<file path="src/rtl/leaf_arb_pkg.sv">
// Shared types and constants for the leaf stream arbiter and the leaf wrappers.
// Holds the arbiter FSM encoding, a constant clog2 helper and the default payload width.
package leaf_arb_pkg;

    localparam int DEFAULT_PAYLOAD_BITS = 32;

    typedef enum logic {
        IDLE  = 1'b0,
        GRANT = 1'b1
    } arb_state_t;

    function automatic int clog2(input int value);
        int r;
        r = 0;
        while ((1 << r) < value) begin
            r = r + 1;
        end
        return r;
    endfunction

endpackage

</file>
<file path="src/rtl/leaf_stream_arbiter_rr_pick.sv">
// rr_priority_pick: combinational search for the first set request bit,
// starting at i_ptr and wrapping modulo N. o_any flags that any bit was set.
module rr_priority_pick #(
    parameter int N        = 4,
    parameter int IDX_BITS = 2
) (
    input  logic [N-1:0]        i_req,
    input  logic [IDX_BITS-1:0] i_ptr,
    output logic [IDX_BITS-1:0] o_idx,
    output logic                o_any
);

    int   w_j;
    logic w_found;

    always_comb begin
        o_idx   = '0;
        w_found = 1'b0;
        w_j     = 0;
        for (int k = 0; k < N; k++) begin
            w_j = int'(i_ptr) + k;
            if (w_j >= N) begin
                w_j = w_j - N;
            end
            if (!w_found && i_req[w_j]) begin
                o_idx   = IDX_BITS'(w_j);
                w_found = 1'b1;
            end
        end
        o_any = w_found;
    end

endmodule

</file>
<file path="src/rtl/leaf_stream_arbiter.sv">
// Burst-locked round-robin arbiter sharing one leaf user-to-interface port between NUM_REQ streams.
// Optional per-requester beat counters (stat_beats / stat_clr) are built when ARB_STATS_EN is defined.
module leaf_stream_arbiter
    import leaf_arb_pkg::*;
#(
    parameter int NUM_REQ      = 4,
    parameter int REQ_BITS     = 2,
    parameter int PAYLOAD_BITS = DEFAULT_PAYLOAD_BITS,
    parameter int BURST_LEN    = 16
) (
    input  logic                            clk,
    input  logic                            reset,
    input  logic [NUM_REQ*PAYLOAD_BITS-1:0] din_req,
    input  logic [NUM_REQ-1:0]              vld_req,
    output logic [NUM_REQ-1:0]              ack_req,
    output logic [PAYLOAD_BITS-1:0]         dout_leaf_user2interface,
    output logic                            vld_user2interface,
    input  logic                            ack_interface2user,
    output logic [REQ_BITS-1:0]             grant_idx,
    output logic                            busy
`ifdef ARB_STATS_EN
    ,
    input  logic                            stat_clr,
    output logic [NUM_REQ*32-1:0]           stat_beats
`endif
);

    localparam int CNT_BITS = clog2(BURST_LEN + 1);
    localparam logic [CNT_BITS-1:0] LAST_BEAT = CNT_BITS'(BURST_LEN - 1);
    localparam logic [REQ_BITS-1:0] LAST_REQ  = REQ_BITS'(NUM_REQ - 1);

    arb_state_t          r_state;
    arb_state_t          w_state_next;
    logic [REQ_BITS-1:0] r_rr_ptr;
    logic [REQ_BITS-1:0] r_grant_idx;
    logic [CNT_BITS-1:0] r_beat_cnt;
    logic [REQ_BITS-1:0] w_pick_idx;
    logic [REQ_BITS-1:0] w_ptr_after;
    logic                w_pick_any;
    logic                w_granted;
    logic                w_sel_vld;
    logic                w_xfer;
    logic                w_release;

    rr_priority_pick #(
        .N        (NUM_REQ),
        .IDX_BITS (REQ_BITS)
    ) u_pick (
        .i_req (vld_req),
        .i_ptr (r_rr_ptr),
        .o_idx (w_pick_idx),
        .o_any (w_pick_any)
    );

    // Reset gates the pass-through so no beat can transfer on a reset cycle.
    assign w_granted   = (r_state == GRANT) && !reset;
    assign w_sel_vld   = vld_req[r_grant_idx];
    assign w_xfer      = w_granted && w_sel_vld && ack_interface2user;
    assign w_release   = w_granted && (!w_sel_vld || (w_xfer && (r_beat_cnt == LAST_BEAT)));
    assign w_ptr_after = (r_grant_idx == LAST_REQ) ? '0 : r_grant_idx + REQ_BITS'(1);

    always_ff @(posedge clk) begin
        if (reset) begin
            r_state     <= IDLE;
            r_rr_ptr    <= '0;
            r_grant_idx <= '0;
            r_beat_cnt  <= '0;
        end else begin
            r_state <= w_state_next;
            if ((r_state == IDLE) && w_pick_any) begin
                r_grant_idx <= w_pick_idx;
                r_beat_cnt  <= '0;
            end
            if (w_xfer) begin
                r_beat_cnt <= r_beat_cnt + CNT_BITS'(1);
            end
            if (w_release) begin
                r_rr_ptr <= w_ptr_after;
            end
        end
    end

    always_comb begin
        w_state_next = r_state;
        case (r_state)
            IDLE:    if (w_pick_any) w_state_next = GRANT;
            GRANT:   if (w_release)  w_state_next = IDLE;
            default: w_state_next = IDLE;
        endcase
    end

    always_comb begin
        ack_req                  = '0;
        dout_leaf_user2interface = '0;
        vld_user2interface       = 1'b0;
        busy                     = 1'b0;
        if (w_granted) begin
            dout_leaf_user2interface = din_req[r_grant_idx*PAYLOAD_BITS +: PAYLOAD_BITS];
            vld_user2interface       = w_sel_vld;
            ack_req[r_grant_idx]     = ack_interface2user;
            busy                     = 1'b1;
        end
    end

    assign grant_idx = r_grant_idx;

`ifdef ARB_STATS_EN
    logic [31:0] r_stat [NUM_REQ];

    // Clear wins over a coinciding transfer; counters stick at all-ones.
    always_ff @(posedge clk) begin
        for (int i = 0; i < NUM_REQ; i++) begin
            if (reset || stat_clr) begin
                r_stat[i] <= '0;
            end else if (w_xfer && (r_grant_idx == REQ_BITS'(i)) && (r_stat[i] != '1)) begin
                r_stat[i] <= r_stat[i] + 32'd1;
            end
        end
    end

    for (genvar g = 0; g < NUM_REQ; g++) begin : g_stat
        assign stat_beats[g*32 +: 32] = r_stat[g];
    end
`endif

endmodule
</file>
<file path="config.mk">
export PLATFORM = sky130hd
export DESIGN_NAME = leaf_stream_arbiter
export DESIGN_NICKNAME = d
export VERILOG_FILES = /design/src/rtl/leaf_arb_pkg.sv /design/src/rtl/leaf_stream_arbiter_rr_pick.sv /design/src/rtl/leaf_stream_arbiter.sv
export SDC_FILE = /design/constraint.sdc
export NUM_CORES = 1
export LEC_CHECK = 0
export ABC_AREA = 1
export CAP_MARGIN = 20
export CORE_MARGIN = 1
export CORE_UTILIZATION = 35
export DETAILED_ROUTE_END_ITERATION = 8
export PLACE_DENSITY = 0.89
export SKIP_LAST_GASP = 1
export SLEW_MARGIN = 0
export SYNTH_ARGS = -nofsm -noshare
export SYNTH_HDL_FRONTEND = slang
export SYNTH_SLANG_ARGS = --single-unit
</file>
<file path="constraint.sdc">
create_clock -name clk -period 2.45 [get_ports clk]
set_input_delay 0.3675 -clock clk [delete_from_list [all_inputs] [get_ports clk]]
set_output_delay 0.3675 -clock clk [all_outputs]
set_load 0.005 [all_outputs]
</file>
# Word-level counts from Yosys, hierarchy flattened
# Index checks and enable logic that the tools add are counted.
# totals
elab_cells,83
output_inout_bits,40
inputBits,135
regBits,10
# op_classes
reduce_logical,17
mux,38
n_eq_ne,2
shift,1
magnitude_cmp,10
bitwise_logic,2
addsub,9
# ops
op,count
$mux 32,5
$lt 32x4->1 const B,4
$shiftx 128x8->32,1
$ge 32x4->1 const B,3
$sub 32x4->32 const B,3
$mux 1,18
$bmux 1 s2,5
$logic_and 1x1->1,10
$mux 2,5
$mux 5,2
$add 2x2->3 const B,2
$add 5x1->5 const B,1
$eq 5x4->1 const B,1
$logic_not 1->1,5
$and 4x4->4,1
$mux 4,1
$sub 2x3->4 const B,1
$add 2x1->3 const B,1
$ge 2x3->1 const B,1
$lt 2x3->1 const B,1
$add 2x1->2 const B,1
$demux 1 s2,1
$eq 2x2->1 const B,1
$ge 2x1->1 const B,1
other kinds (4),4

# Logic depth before layout (Yosys ltp)
# Gate-level depths: netlist of run 1.
# depth
word_depth,18
depth_mapped,11
depth_no_buf,11

# Modules after synthesis
# From an unflattened synthesis of run 1, not the netlist that was laid out.
# unflattened
cells_unflattened,399
area_unflattened_um2,2119.5
# by_module_without_submodules
module,instances,cells_per_inst,seq_area_each_um2,area_each_um2
leaf_stream_arbiter,1,340,200.2,1800.5
rr_priority_pick,1,59,0.0,319.1

# Worst setup path before layout of run 1
# Ideal clock, no wire load.
# synth_path
path_kind,register to output
start,"register r_grant_idx[1], in the netlist grant_idx[1]"
end,output ack_req[0]
t_arrival_ps,1229
stages_incl_launch_ff,7
path_buffers,2
required_ps,2082
setup_slack_ps,854
path_cell_list,dfxtp_1 -> buf_2 -> inv_2 -> clkbuf_1 -> ha_1 -> nand2_1 -> nor2_1
# synth_between
elab_chain_len,6
elab_cells_between_ends,7
# synth_rtl
item,line_no,rtl
start: declaration,leaf_stream_arbiter.sv:35,logic [REQ_BITS-1:0] r_grant_idx;
start signal: assignment,leaf_stream_arbiter.sv:71,r_grant_idx <= w_pick_idx;
$lt 2x3->1 (not written as such) or $ge 2x1->1 (tied branches),leaf_stream_arbiter.sv:100,ack_req[r_grant_idx] = ack_interface2user;
$logic_and 1x1->1 (not written as such),leaf_stream_arbiter.sv:100,
$mux 1 (not written as such),leaf_stream_arbiter.sv:100,
$demux 1 s2 *,leaf_stream_arbiter.sv:100,
$and 4x4->4 (no line) *,-,
$mux 4 *,leaf_stream_arbiter.sv:97,if (w_granted) begin
end: declaration,leaf_stream_arbiter.sv:15,"output logic [NUM_REQ-1:0] ack_req,"
# Mark *: on every way between the ends. The rest lies on a longest branch, timed or not.

# Worst setup path in the final report of run 1
# layout_path
start,input reset
end,output dout_leaf_user2interface[6]
# layout_between
elab_chain_len,3
# layout_rtl
item,line_no,rtl
start: declaration,leaf_stream_arbiter.sv:12,"input logic reset,"
$logic_not 1->1,leaf_stream_arbiter.sv:56,assign w_granted = (r_state == GRANT) && !reset;
$logic_and 1x1->1,leaf_stream_arbiter.sv:56,
$mux 32,leaf_stream_arbiter.sv:97,
end: declaration,leaf_stream_arbiter.sv:16,"output logic [PAYLOAD_BITS-1:0] dout_leaf_user2interface,"
# Every way passes these cells.

==> out/metrics.yaml, run 1 <==
outcome:
  outcome: "complete, no violations"
yosys:
  synthCells: 388
  synth_top_area_cell: "nor2_1"
  ys_seq_elements: 10
  yosys_warnings: 0
  avgSynthCellArea_um2: 5.05
  synthesis.nets: 529
  yosysTopAreaCellShare_pct: 26.8
  synth_area_leaders: "nor2_1 27%, o21ai_0 18%, a21oi_1 10%"
  synth_cell_types: 29
  yosysSeqAreaShare_pct: 10.2
  synth_area_um2: 1960
cts:
  numClockSinks: 10
  cts_root_buffer: "clkbuf_8"
  hold_buffers: 0
  htreeDepth: 1
  clk_pin_slew_ns: 0.05
  clk_path_buf_depth: 2
  clk-insertion-delay-late_ns: 0.24
  cts_tree: "yes"
  cts_inserted_buffers: 3
timing:
  maxSlewHeadroom_pct: 68.5
  period_needed_ns: 2.32
  setup_viol_count_final: 0
  fin_setup_tns_ns: 0
  fin_crit_sh_pct: 94.8
  slew_viol_final: 0
  whs_ns: 0.482
  rsz0062_at_grt: "false"
  fin_ws_ns: 0.128
  finClkSkew_ns: 0.00451
  max_freq_ghz: 0.431
  worst_slew_pin_slew_ns: 0.471
  final_hold_viol_count: 0
floorplan:
  floorplan.initialDensity_pct: 37.4
  die_x_um: 76.8
  core-area_um2: 5240
  row_count: 26
  dieArea_um2: 5910
  pin_count: 175
  die_height_um: 76.8
power_and_ir_drop:
  p_per_area_nw_per_um2: 392
  leakage_nw: 1.52
  power_mw: 1.51
  vdd_ir_drop_max_v: 0.000311
setup_path:
  setup.worst_path.start_class: "primary input"
  worstSetupPathType: "in -> out"
  cp_data_required_time_ns: 2.08
  r2r_slack_ns: 0.73
  worstPathArrival_ns: 1.95
  crit_path_end_kind: "primary output"
  crit_path_max_fanout: 13
finish:
  drive_above_1_share_pct: 7.25
  final_area_um2: 3840
  n_fill_cell: 430
  multi_input_area_um2: 1570
  post_layout_nonfiller_instances: 622
  post-route-util_pct: 73.4
  insertedDiodeCount: 0
  area_growth_syn_to_layout_pct: 96.0
  final-seq-area_um2: 201
  nets: 694
place:
  io_buffers: 174
  gp_congestion: 0.950
  dp.cells: 618
  place_area_um2: 3780
  place_ws_ns: 0.133
  dp_hpwl_mm: 7.13
global_routing:
  first_global_vias: 2894
  grt_antenna_before_repair: 0
  grtUsageTotal_pct: 29.7
  grt_start_max_net_pins: 40
  grt.overflow.total: 0
  grt_pass1_wl_mm: 14.3
drt:
  firstDrtPassIters: 5
  dr.first_iter.drc_count: 149
  wl_per_cell_um: 14.5
  drt-total-wl_mm: 9.02
  via_count: 3125
  drc_errors: 0
  antenna_left: 0
  viasPerCell: 5.02
run:
  cap_viol_max_count: 0
min_path:
  hold_class: "reg -> reg"
## path summary, 6_finish.rpt
kind                                   start                          end  depth (start not counted)
setup reg to reg    r_rr_ptr[0]$_SDFFE_PP0P_    grant_idx[0]$_SDFFE_PP0P_                         11
hold reg to reg   r_beat_cnt[4]$_SDFFE_PP0P_   r_beat_cnt[4]$_SDFFE_PP0P_                          2
hold / removal    r_beat_cnt[4]$_SDFFE_PP0P_   r_beat_cnt[4]$_SDFFE_PP0P_                          2
setup / recovery                       reset  dout_leaf_user2interface[6]                          6
## worst max-delay path: stages
cell and delay [ns]:
clkdlybuf4s50_1 0.43, nor2_2 0.14, clkinv_1 0.09, buf_4 0.19, a21oi_1 0.20, clkdlybuf4s50_1 0.53
## Yosys cell counts (all sizes together)
library cell and n:
clkinv 1, dfxtp 10, nand3 11, nor2 143
nor3 1, or2 1, nand4 1, inv 19
buf 12, ha 6, nand2 52, clkbuf 13
o211ai 1, o21ai 75, a21oi 42
## per-layer routing
layer / GRT usage [%] / vias to the layer above / share of wire (%) / wire length, um
met3: 7.02 / 26 / 9.4 / 848
met5: 0 / - / 0 / 0
met4: 10.4 / 0 / 2.9 / 265
met1: 35.0 / 1366 / 39 / 3560
li1: - / 1588 / - / -
met2: 52.1 / 145 / 48 / 4350
## where the power goes
group	switching [mW]	internal [mW]
logic	0.560	0.545
clock network	0.0639	0.141
registers	0.0189	0.177
## cell usage in the layout (no fill, tap or decap), types with 3 or more instances in the layout
cell type          n
a21oi_1           40
buf_4              8
clkbuf_8           4
clkdlybuf4s50_1  174
dfxtp_1            9
ha_1               6
inv_1             13
inv_2              6
nand2_1           43
nand2_2            6
nand2_4            3
nand3_1            8
nor2_1           140
o21ai_0           71
o21ai_1            3
## flip-flops by register name (all words and copies together), names as in the netlist
name / cells
r_state: 1
r_rr_ptr: 2
grant_idx: 2
r_beat_cnt: 5
## cells by family (layout without fill, tap and decap cells)
logic type / Yosys count / in the layout / share of synthesized area (%)
AND/OR/NAND/NOR: 209 / 209 / 45.4
AO/OA/AOI/OAI: 118 / 118 / 30.8
buffers and inverters: 45 / 209 / 9.70
flip-flops: 10 / 10 / 10.2
adder cells (fa/ha/maj): 6 / 6 / 3.83
## cell type report
| cell class | instances | area share (%) |
|---|---|---|
| Clock buffer | 4 | 1.43 |
| Inverter | 20 | 1.95 |
| Tap cell | 70 | 2.28 |
| Timing Repair Buffer | 185 | 48.2 |
| Multi-Input combinational cell | 333 | 40.9 |
| Sequential cell | 10 | 5.24 |
## what timing repair did
action / CTS / global route
setup buffers: 0 / 0
endpoints found under the setup margin: 0 / 2
resized for setup: 0 / 1
(Power assumes the default switching activity.)
==> inputs of run 2 (changes only) <==
--- a/config.mk
+++ b/config.mk
@@ -10,6 +10,7 @@
 export CORE_MARGIN = 1
 export CORE_UTILIZATION = 35
 export DETAILED_ROUTE_END_ITERATION = 8
+export HOLD_SLACK_MARGIN = 0.06
 export PLACE_DENSITY = 0.89
 export SKIP_LAST_GASP = 1
 export SLEW_MARGIN = 0
==> results of run 2 <==
Same layout as run 1: the final DEF is identical, and so are final timing and power.
